[config.mk]
export PLATFORM = sky130hd
export DESIGN_NAME = kanagawa_fifo_read_prefetch
export DESIGN_NICKNAME = d
export VERILOG_FILES = /design/src/rtl/kanagawa_fifo_read_prefetch.sv
export SDC_FILE = /design/constraint.sdc
export NUM_CORES = 1
export LEC_CHECK = 0
export ABC_CLOCK_PERIOD_IN_PS = 2900
export CAP_MARGIN = 20
export CORE_ASPECT_RATIO = 0.8
export CORE_MARGIN = 5
export CORE_UTILIZATION = 47
export DETAILED_ROUTE_END_ITERATION = 10
export GPL_TIMING_DRIVEN = 0
export PLACE_DENSITY_LB_ADDON = 0.08
export SYNTH_ARGS = -nofsm -noshare
export SYNTH_HDL_FRONTEND = slang
export SYNTH_SLANG_ARGS = --single-unit
[constraint.sdc]
create_clock -name clock -period 2.9 [get_ports clock]
set_input_delay 0.58 -clock clock [delete_from_list [all_inputs] [get_ports clock]]
set_output_delay 0.58 -clock clock [all_outputs]
set_load 0.1 [all_outputs]
[src/rtl/kanagawa_fifo_read_prefetch.sv]
// kanagawa_fifo_read_prefetch: turns a fixed-latency FIFO read port into a full-throughput valid/ready stream
module kanagawa_fifo_read_prefetch #(
  parameter int WIDTH        = 32,
  parameter int READ_LATENCY = 1
) (
  input  logic                                  clock,
  input  logic                                  rst,
  input  logic                                  fifo_empty,
  output logic                                  fifo_rdreq,
  input  logic [WIDTH-1:0]                      fifo_q,
  output logic                                  out_valid,
  input  logic                                  out_ready,
  output logic [WIDTH-1:0]                      out_data,
  output logic [$clog2(READ_LATENCY+2)-1:0]     occupancy,
  output logic                                  overflow_out
);
  localparam int BUF_DEPTH = READ_LATENCY + 1;
  localparam int OW        = $clog2(BUF_DEPTH + 1);
  localparam int CW        = $clog2(2 * BUF_DEPTH);
  localparam int PW        = $clog2(BUF_DEPTH);

  logic [READ_LATENCY-1:0] pipe_q, pipe_d;
  logic [PW-1:0]           wr_ptr_q, wr_ptr_d, rd_ptr_q, rd_ptr_d;
  logic [OW-1:0]           occ_q, occ_d;
  logic                    valid_q, valid_d, ovf_q, ovf_d;
  logic [WIDTH-1:0]        mem_q [BUF_DEPTH];
  logic [CW-1:0]           inflight_cnt, credits;
  logic                    pop, capture, full, keep;

  // Credit accounting: a read is only issued when a buffer slot is guaranteed for its data
  always_comb begin
    inflight_cnt = '0;
    for (int i = 0; i < READ_LATENCY; i++) inflight_cnt = inflight_cnt + CW'(pipe_q[i]);
    pop        = valid_q && out_ready;
    capture    = pipe_q[READ_LATENCY-1];
    full       = occ_q == OW'(BUF_DEPTH);
    keep       = capture && (!full || pop);
    credits    = CW'(occ_q) + inflight_cnt;
    fifo_rdreq = !rst && !fifo_empty && ((credits - CW'(pop)) < CW'(BUF_DEPTH));
    pipe_d     = pipe_q << 1;
    pipe_d[0]  = fifo_rdreq;
    wr_ptr_d   = keep ? ((wr_ptr_q == PW'(BUF_DEPTH - 1)) ? '0 : wr_ptr_q + PW'(1)) : wr_ptr_q;
    rd_ptr_d   = pop ? ((rd_ptr_q == PW'(BUF_DEPTH - 1)) ? '0 : rd_ptr_q + PW'(1)) : rd_ptr_q;
    occ_d      = occ_q + OW'(keep) - OW'(pop);
    valid_d    = occ_d != '0;
    ovf_d      = ovf_q || (capture && full && !pop);
  end

  // Control state; reset discards in-flight reads and buffered entries
  always_ff @(posedge clock or posedge rst) begin
    if (rst) begin
      pipe_q   <= '0;
      wr_ptr_q <= '0;
      rd_ptr_q <= '0;
      occ_q    <= '0;
      valid_q  <= 1'b0;
      ovf_q    <= 1'b0;
    end else begin
      pipe_q   <= pipe_d;
      wr_ptr_q <= wr_ptr_d;
      rd_ptr_q <= rd_ptr_d;
      occ_q    <= occ_d;
      valid_q  <= valid_d;
      ovf_q    <= ovf_d;
    end
  end

  // Buffer storage needs no reset; occupancy decides what is live
  always_ff @(posedge clock) begin
    if (keep) mem_q[wr_ptr_q] <= fifo_q;
  end

  assign out_data     = mem_q[rd_ptr_q];
  assign out_valid    = valid_q;
  assign occupancy    = occ_q;
  assign overflow_out = ovf_q;
endmodule

==> impl_summary.log <==
[metrics] status: finished, final reports clean
[metrics] Via-to-Cell Ratio: slightly below 5
[metrics] WP data required: around 2300 ps
[metrics] async set-reset flop share out of synthesis: 0.09859
[metrics] critical path endpoint category: output port
[metrics] final net count: 250
[metrics] global-route congestion overflow total: 0
[metrics] final worst-path cycle share: 0.9654
[metrics] post-detailed-route DRC marker count: 0
[metrics] minimum hold slack: roughly 460 ps
[metrics] antenna fix cells: 0
[metrics] worst-skew pair later-pin latency: 330 ps
[metrics] setup total negative slack: 0 ps
[metrics] share of the synthesized area in the top cell type: 0.7266
[metrics] met1 Use GR: 0.1568
[metrics] GRT met3 Usage: 0.06164
[metrics] most congested layer reported by global routing: met2
[metrics] highest achievable clock rate: 0.3572 GHz
[metrics] max-slew headroom at the worst pin: 0.3221
[metrics] RSZ-0062 raised after global routing: false
[metrics] number of I/O pins: 73
[metrics] Die Y-Extent: ~77 um
[metrics] clock root buffer master: clkbuf_8
[metrics] clock sinks: 71
[metrics] pre-CTS setup slack: -631.1 ps
[metrics] Global Route Usage Sum: 0.1489
[metrics] maximum buffer depth of the clock tree: 2
[metrics] Hold Fails Final Rpt: 0
[metrics] Critical Path Source Type: register
[metrics] post-synth net total: between 150 and 200
[metrics] library cell occupying the most area in the post-synthesis netlist: edfxtp_1
[metrics] die width: about 94 um
[metrics] Area contributors post-synth: edfxtp_1, mux2_2, dfrtp_1, mux2i_1, xnor2_1
[metrics] H-tree levels: 3
[metrics] count of cells along the worst register-to-register path: 3
[metrics] Hold Path Depth: 1
[metrics] number of flops mapped to enable cells by yosys: 64
[metrics] hold buffers post-CTS: 0
[metrics] netlist area before placement: between 2000 and 3000 sq um
[metrics] share of synthesized area occupied by flip-flops and latches: 0.7928
[metrics] number of iterations in the first detailed-routing pass: 4
[metrics] grt met2 use: 0.2516
[metrics] Layout Skew: 6.938 ps
[metrics] most instantiated cells after synthesis: edfxtp_1, mux2_2, dfrtp_1, buf_2, nor2_1
[metrics] fill count: 409
[metrics] cell with the most instances after synthesis: edfxtp_1
[metrics] effective utilization at floorplan: 0.4840
[metrics] Largest stage delay, worst path: 1150 ps
[metrics] most common flop cell mapped by yosys: edfxtp_1
[metrics] average detailed-routed wire length per instance: 16.34 um
[metrics] total area of multi-input combinational cells: roughly 540 sq um
[metrics] via count of the first global-routing pass: 1657
[metrics] signal arrival time at the worst endpoint: 2220 ps
[metrics] post-layout minimum cycle time: between 2000 and 3000 ps
[metrics] drt initial violations: roughly 50
[metrics] Synth warnings: 0
[metrics] start-to-end type of the worst setup path: reg -> out
[metrics] wire length after detailed routing: between 4 and 5 mm
[metrics] flops & latches, synth: 71
[metrics] actual transition at the worst max-transition pin: ~1000 ps
[metrics] HP Class: reg -> reg
[metrics] remaining antenna violation count after routing: 0
[metrics] total count of max-transition violations in the final report: 0
[metrics] initial antenna violation count: 0
[metrics] number of max-capacitance violations reported: 0
[metrics] distinct cell type count after synthesis: 19
[metrics] number of rows created at floorplan: 24
[metrics] final cell utilization of the core: 0.6703
[metrics] highest net fanout along the worst path: 6
[metrics] number of I/O port buffers: slightly above 70
[metrics] final setup fails: 0
[metrics] first-pass GRT wire length: just under 8 mm
[metrics] cells traversed along the worst timing path: buf_2, mux2_2, clkdlybuf4s50_1
[metrics] DPL Wire Length: approximately 3.4 mm
[metrics] CP max-delay cell: clkdlybuf4s50_1
[metrics] largest net degree at the start of global routing: 33
[metrics] setup slack of the critical path after layout: ~100 ps
[metrics] clock tree from TritonCTS: done
[metrics] Std-Cell Core Area: roughly 5500 sq um
[metrics] share of cells above drive strength 1: 0.2603
[metrics] synthesized instance count: between 100 and 150
[metrics] Layout Area Growth over Synthesis: 38.51%
[metrics] syn_area_per_cell: between 20 and 25 sq um
[metrics] clock input transition at the sequential cells of the worst setup and hold paths: roughly 70 ps
[metrics] register area: about 2100 sq um
[metrics] weighted congestion at the end of routability-driven global placement: ~0.66
[metrics] Total Die Area: just over 7000 sq um
[metrics] total via count in the routed design: about 1400
[metrics] clock buffer count from CTS: 9
## flip-flops by register name, indices dropped and copies added (netlist names)
signal,cells
mem_q,64
occupancy,2
capture,1
out_valid,1
overflow_out,1
rd_ptr_q,1
wr_ptr_q,1
## kinds of logic (layout without fill, tap and decap cells)
family	after synthesis	in the layout	share of synthesized area
AOI/OAI and AO/OA	4	4	0.01277
xor gates and xnor gates	4	4	0.01325
buffers and inverters	6	94	0.01041
DFF	71	71	0.7928
muxes	35	35	0.1476
and+or+nand+nor	11	11	0.02318
## final timing paths
check                        startpoint           end  slack [ps]
setup / recovery               rd_ptr_q  out_data[15]         100
hold / removal             overflow_out  overflow_out         460
setup reg to reg              out_valid  mem_q[1][29]         890
hold reg to reg            overflow_out  overflow_out         460
max in group asynchronous           rst  occupancy[0]        2130
min in group asynchronous           rst       capture         560
## timing repair
action,4_1_cts,5_1_grt
gates resized for setup,34,1
buffers inserted,0,0
endpoints found under the setup margin,30,1
## worst max-delay path, delay by kind of cell (launching register included)
family                 cells  cell delay [ps]
multiplexers               1              220
flip-flops                 1              360
buffers and inverters      2             1300
## layout by cell type, fill, tap and decap left out, types with 2 or more instances in the layout
master / count
buf_2: 4
bufinv_16: 2
inv_1: 2
inv_6: 2
and3b_1: 2
clkinvlp_4: 2
edfxtp_1: 64
dfrtp_1: 7
nor2_1: 2
mux2i_1: 2
xnor2_1: 3
clkdlybuf4s50_1: 42
mux2_2: 32
nor2_4: 2
dlygate4sd2_1: 29
clkbuf_8: 9
## layer usage
| metal | part of all wire | wire (um) |
|---|---|---|
| met4 | 0.029 | 140 |
| met5 | 0 | 0 |
| met2 | 0.53 | 2556 |
| met3 | 0.063 | 307 |
| met1 | 0.38 | 1850 |
## area by class of cell
type	count	share of cell area
multi-input combinational	54	0.1472
clock buffer	10	0.03484
inverter	2	0.002049
clock inverter	6	0.02527
sequential	71	0.5724
timing repair buffer	72	0.1861
buffer	4	0.005464
tap	78	0.02664
## metrics by stage
step           instances  instance area, sq um
6_report             297                  3664
5_1_grt              297                  3664
4_1_cts              297                  3661
3_5_place_dp         281                  3482
3_3_place_gp         281                  3467
2_1_floorplan        131                  2649
Power is left out: the tool's default activity adds up to more than one toggle a clock period on the data nets, which glitch-free logic cannot reach.
==> patch 1, RTL diff (same settings) <==
The parameter `READ_LATENCY` goes from 1 to 2.
--- a/src/rtl/kanagawa_fifo_read_prefetch.sv
+++ b/src/rtl/kanagawa_fifo_read_prefetch.sv
@@ -2,5 +2,5 @@
 module kanagawa_fifo_read_prefetch #(
   parameter int WIDTH        = 32,
-  parameter int READ_LATENCY = 1
+  parameter int READ_LATENCY = 2
 ) (
   input  logic                                  clock,
Behaviour: not the same (a bounded check fails within 4 cycles, from zero or initial values and one cycle with rst high).
==> patch 1 against the unedited design <==
  * Non-clock buffer count rose by 12
  * Die area up 47%
  * Routed wire length up 49%
  * First-iteration DRC count is 10% higher
  * Design area grew 45%
  * Sequential cell count up 35
  * Critical endpoint is now fifo_rdreq
  * The flow now finishes with violations (setup timing)
  * Area after synthesis is 54% higher
  * Setup slack worse by 0.45 ns
Power is left out: the tool's default activity adds up to more than one toggle a clock period on the data nets, which glitch-free logic cannot reach.
==> patch 1: results (changes against the unedited design) <==
* Number of library cell types mapped by synthesis at 24 (+5)
* Worst rel slew slack at 31.1% (-1.1 points)
* Routing usage on met2 at 22.2% (-3.0 points)
* Sequential area share after synthesis at 76.9% (-2.4 points)
* Post-DP HPWL at 4.73 mm (+39%)
* TNS Setup at -0.345 ns (-0.345 ns)
* Worst Clk Skew at 0.0101 ns (+0.00320 ns)
* Initial DRC count at 54 (+10%)
* Flop2flop setup slack at 0.66 ns (-0.23 ns)
* Critical Path AT at 2.67 ns (+0.45 ns)
* Mapped Nets at 289 (+73%)
* Post-CTS Setup Inserts at 2 (+2)
* Synth async-reset ratio at 9.43% (-0.43 points)
* Worst setup margin at -0.345 ns (-0.446 ns)
* Hold path depth at 0 (-1)
* Slowest cell on crit path: dfrtp_4
* WHS Endpoint: pipe_q[1]$_DFF_PP0_
* Met3 WL at 398 µm (+30%)
* Dpl ws at -1.58 ns (-0.946 ns)
* Cells after Synth at 248 (+89%)
* Number of flip-flops in the largest register at 96 (+50%)
* Final GP Congestion at 0.696 (+6.0%)
* Worst Hold Slack at 0.393 ns (-0.0709 ns)
* Vias in the first global route at 2161 (+30%)
* Failing checks: setup timing
* Synth top cells by count: edfxtp_1 (96), nand2_1 (33), mux2i_1 (32), o21ai_0 (32)
* Vias per cell at 4.93 (+1.7%)
* Drt wl/cell at 16.0 µm (-2.1%)
* Status: finished, violations left
* Hold Crit Class: register to register
* PostCTS Resize Cnt at 102 (+200%)
* Worst hold start: pipe_q[0]$_DFF_PP0_
* Crit-path max cell delay at 0.50 ns (-0.65 ns)
* Fin nets at 377 (+51%)
* Cell Area, Placed at 5080 µm² (+46%)
* Share of cells above drive strength 1 at 22.9% (-3.1 points)
* Final wirelength at 7.23 mm (+49%)
* First-pass GRT wire length at 11.2 mm (+41%)
* Grt met3 use at 5.17% (-0.99 points)
* Metal-1 WL at 3.37 mm (+82%)
* Critical path peak fanout at 3 (-3)
* R2R depth at 8 (+5)
* Gr usage total at 14.1% (-0.76 points)
* Met1 Resource Use GR at 18.4% (+2.7 points)
* Critical path endpoint: fifo_rdreq
* Worst-path clk slew at 0.10 ns (+0.03 ns)
* Final setup viols at 1 (+1)
-- patch 1: worst max-delay path: cells and delay by family, from the launching register on --
family          cells  cell delay, ns
buf+inv             3            0.39
fa+ha+maj           3            0.99
compound gates      1            0.34
flops               1            0.50
simple gates        1            0.09
-- patch 1: cell type report --
class / instances / area [µm²]
inverters: 11 / 43.8
repair buffers: 77 / 831
clock inverters: 6 / 75.1
fillers: 679 / 3160
plain buffers: 11 / 58.8
multi-input cells: 120 / 908
well taps: 112 / 140
flip-flops and latches: 106 / 3140
clock buffers: 9 / 124
-- patch 1: cells by family after synthesis --
logic type                 count (synthesis)  share of synthesized area [%]
buffers and inverters                     22                           2.36
and+or+nand+nor                           41                           4.27
adders and majority gates                  5                           1.90
AOI/OAI and AO/OA                         37                           5.31
xor gates and xnor gates                   3                          0.645
DFF                                      106                           76.9
muxes                                     34                           8.60
==> patch 2, RTL diff (config.mk and constraints unchanged) <==
Made on the original files. Register the output `overflow_out` once more, with the module's reset; this adds one clock of latency there. The other outputs are not delayed to match.
--- a/src/rtl/kanagawa_fifo_read_prefetch.sv
+++ b/src/rtl/kanagawa_fifo_read_prefetch.sv
@@ -74,5 +74,11 @@
   assign out_valid    = valid_q;
   assign occupancy    = occ_q;
-  assign overflow_out = ovf_q;
+  always_ff @(posedge clock or posedge rst) begin
+    if (rst) begin
+      overflow_out <= '0;
+    end else begin
+      overflow_out <= ovf_q;
+    end
+  end
 endmodule
 
Formal check against the unedited RTL: same outputs for any inputs over 10 cycles, from zero or initial values and one cycle with rst high; that may be too few to reach the edited logic, so the function may still have changed.
==> patch 2 against the unedited design <==
  * Synthesized cell count rose by 0.76%
  * Routed wire length fell by 4.6%
  * Setup slack improved by 0.021 ns
  * Area after synthesis rose by 0.95%
  * Sequential share of layout area grew 0.076 points
  * Sequential cell count rose by 1
  * Design area increased by 1.1%
  * Register-to-register slack got worse by 0.02 ns
Power is left out: the tool's default activity adds up to more than one toggle a clock period on the data nets, which glitch-free logic cannot reach.
==> patch 2: results (changes against the unedited design) <==
* Adder-cell share of the synthesized area at 0% (unchanged)
* # H-tree levels at 3 (unchanged)
* Synth async-reset ratio at 11.1% (+1.3 points)
* Dominant synthesized flop cell: edfxtp_1
* Final GP Congestion at 0.670 (+2.0%)
* Crit-path max cell delay at ~1.1 ns
* Share of cells above drive strength 1 at 25.5% (-0.57 points)
* Via count at 1404 (-2.4%)
* Critical Path AT at 2.20 ns (-0.02 ns)
* CTS max path bufs at 2 (unchanged)
* # hold bufs at CTS at 0 (unchanged)
* # Max-Cap Violations at 0 (unchanged)
* Drt wl/cell at 15.5 µm (-4.9%)
* Vias in the first global route at 1662 (+0.30%)
* Synth top area cells: edfxtp_1 (72%), mux2_2 (13%), dfrtp_1 (7.5%), mux2i_1 (1.1%), xnor2_1 (0.98%)
* DRT Pass-1 Iters at 4 (unchanged)
* Worst rel slew slack at 33.5% (+1.3 points)
* TritonCTS buffer count at 9 (unchanged)
* Gr usage total at 14.3% (-0.56 points)
* Worst Clk Skew at 0.00677 ns (-0.000163 ns)
* Mapped Nets at 168 (+0.60%)
* XOR/XNOR share of the synthesized area at 1.31% (-0.012 points)
* Root Buffer: clkbuf_8
* Fillers at 402 (-1.7%)
* Yosys Warn Count at 0 (unchanged)
* Synth top cells by count: edfxtp_1 (64), mux2_2 (32), dfrtp_1 (8)
* Top reg by flops: mem_q
* Number of flip-flops in the largest register at 64 (unchanged)
* I/O Buffers at 72 (unchanged)
* Fin nets at 251 (+0.40%)
* Critical path peak fanout at 6 (unchanged)
* Worst Hold Slack at 0.397 ns (-0.0672 ns)
* Compound-Gate Fraction of Synth Area at 1.27% (-0.012 points)
* Number of library cell types mapped by synthesis at 19 (unchanged)
* Placed Cells at 282 (+0.36%)
* Worst-path clk slew at 0.07 ns (about the same)
* Slowest cell on crit path: clkdlybuf4s50_1
* First-pass GRT wire length at 7.84 mm (-1.2%)
* Post-synth EDFFs at 64 (unchanged)
* Remaining DRCs at 0 (unchanged)
* Vias per cell at 4.71 (-2.8%)
* Largest net degree at the start of global routing at 33 (unchanged)
* Sequential area share after synthesis at 79.5% (+0.19 points)
* Mux cell area share after synthesis at 14.6% (-0.14 points)
* Status: complete, no violations
* Hold Crit Class: register to register
* Initial antenna violation count at 0 (unchanged)
* Initial DRC count at 55 (+12%)
* Post-CTS Setup Inserts at 0 (unchanged)
* Cells after Synth at 132 (+0.76%)
* Antenna Diode Count at 0 (unchanged)
* Skew-Pair Late Insertion Delay at 0.33 ns (about the same)
[patch 2: cell type report]
class | count | area [µm²] | share of cell area (%)
Sequential cell | 72 | 2120 | 57.3
Buffer | 4 | 20.0 | 0.541
Timing Repair Buffer | 72 | 682 | 18.4
Clock inverter | 7 | 110 | 2.97
Clock buffer | 9 | 124 | 3.35
Tap cell | 78 | 97.6 | 2.64
Inverter | 2 | 7.51 | 0.203
Multi-Input combinational cell | 54 | 539 | 14.6
[patch 2: worst paths after layout]
| check | depth (start not counted) | to | start | slack (ns) |
|---|---|---|---|---|
| worst max-delay path | 3 | out_data[28] | rd_ptr_q$_DFFE_PP0P_ | 0.12 |
| worst min-delay path | 0 | overflow_out$_DFF_PP0_ | ovf_q$_DFF_PP0_ | 0.40 |
| worst max register to register | 3 | mem_q[1][10]$_DFFE_PP_ | out_valid$_DFF_PP0_ | 0.87 |
| worst min register to register | 0 | overflow_out$_DFF_PP0_ | ovf_q$_DFF_PP0_ | 0.40 |
| max in group asynchronous | 2 | rd_ptr_q$_DFFE_PP0P_ | rst | 2.11 |
| min in group asynchronous | 2 | out_valid$_DFF_PP0_ | rst | 0.55 |
[patch 2: logic make-up after synthesis]
family / after synthesis
buf+inv: 6
simple gates: 11
xor+xnor: 4
flops: 72
compound gates: 4
mux: 35
[patch 2: layer usage]
metal | up-vias | global-route usage, % | wire length [µm]
met2 | 47 | 24.2 | 2390
met4 | 0 | 4.33 | 60
li1 | 675 | - | -
met3 | 7 | 7.16 | 347
met1 | 675 | 16.0 | 1840
met5 | - | 0 | 0
[patch 2: critical path: cells and delay by family (launching register included)]
| kind | cells | cell delay [ns] |
|---|---|---|
| buffers and inverters | 2 | 1.29 |
| flip-flops | 1 | 0.35 |
| multiplexers | 1 | 0.22 |
[patch 2: what timing repair did]
item                       CTS  global route
cloned                       0             0
setup endpoints to repair   30             1
resized for setup           34             1
[patch 2: metrics by stage]
| stage | cell area, µm² | setup WS (ns) | TNS, ns |
|---|---|---|---|
| finish | 3700 | 0.121 | 0 |
| global route | 3700 | 0.0269 | 0 |
| CTS | 3700 | 0.0560 | 0 |
| detailed placement | 3510 | -0.662 | -0.662 |
| global placement | 3490 | -1.06 | -68.31 |
| floorplan | 2670 | -0.299 | -19.38 |
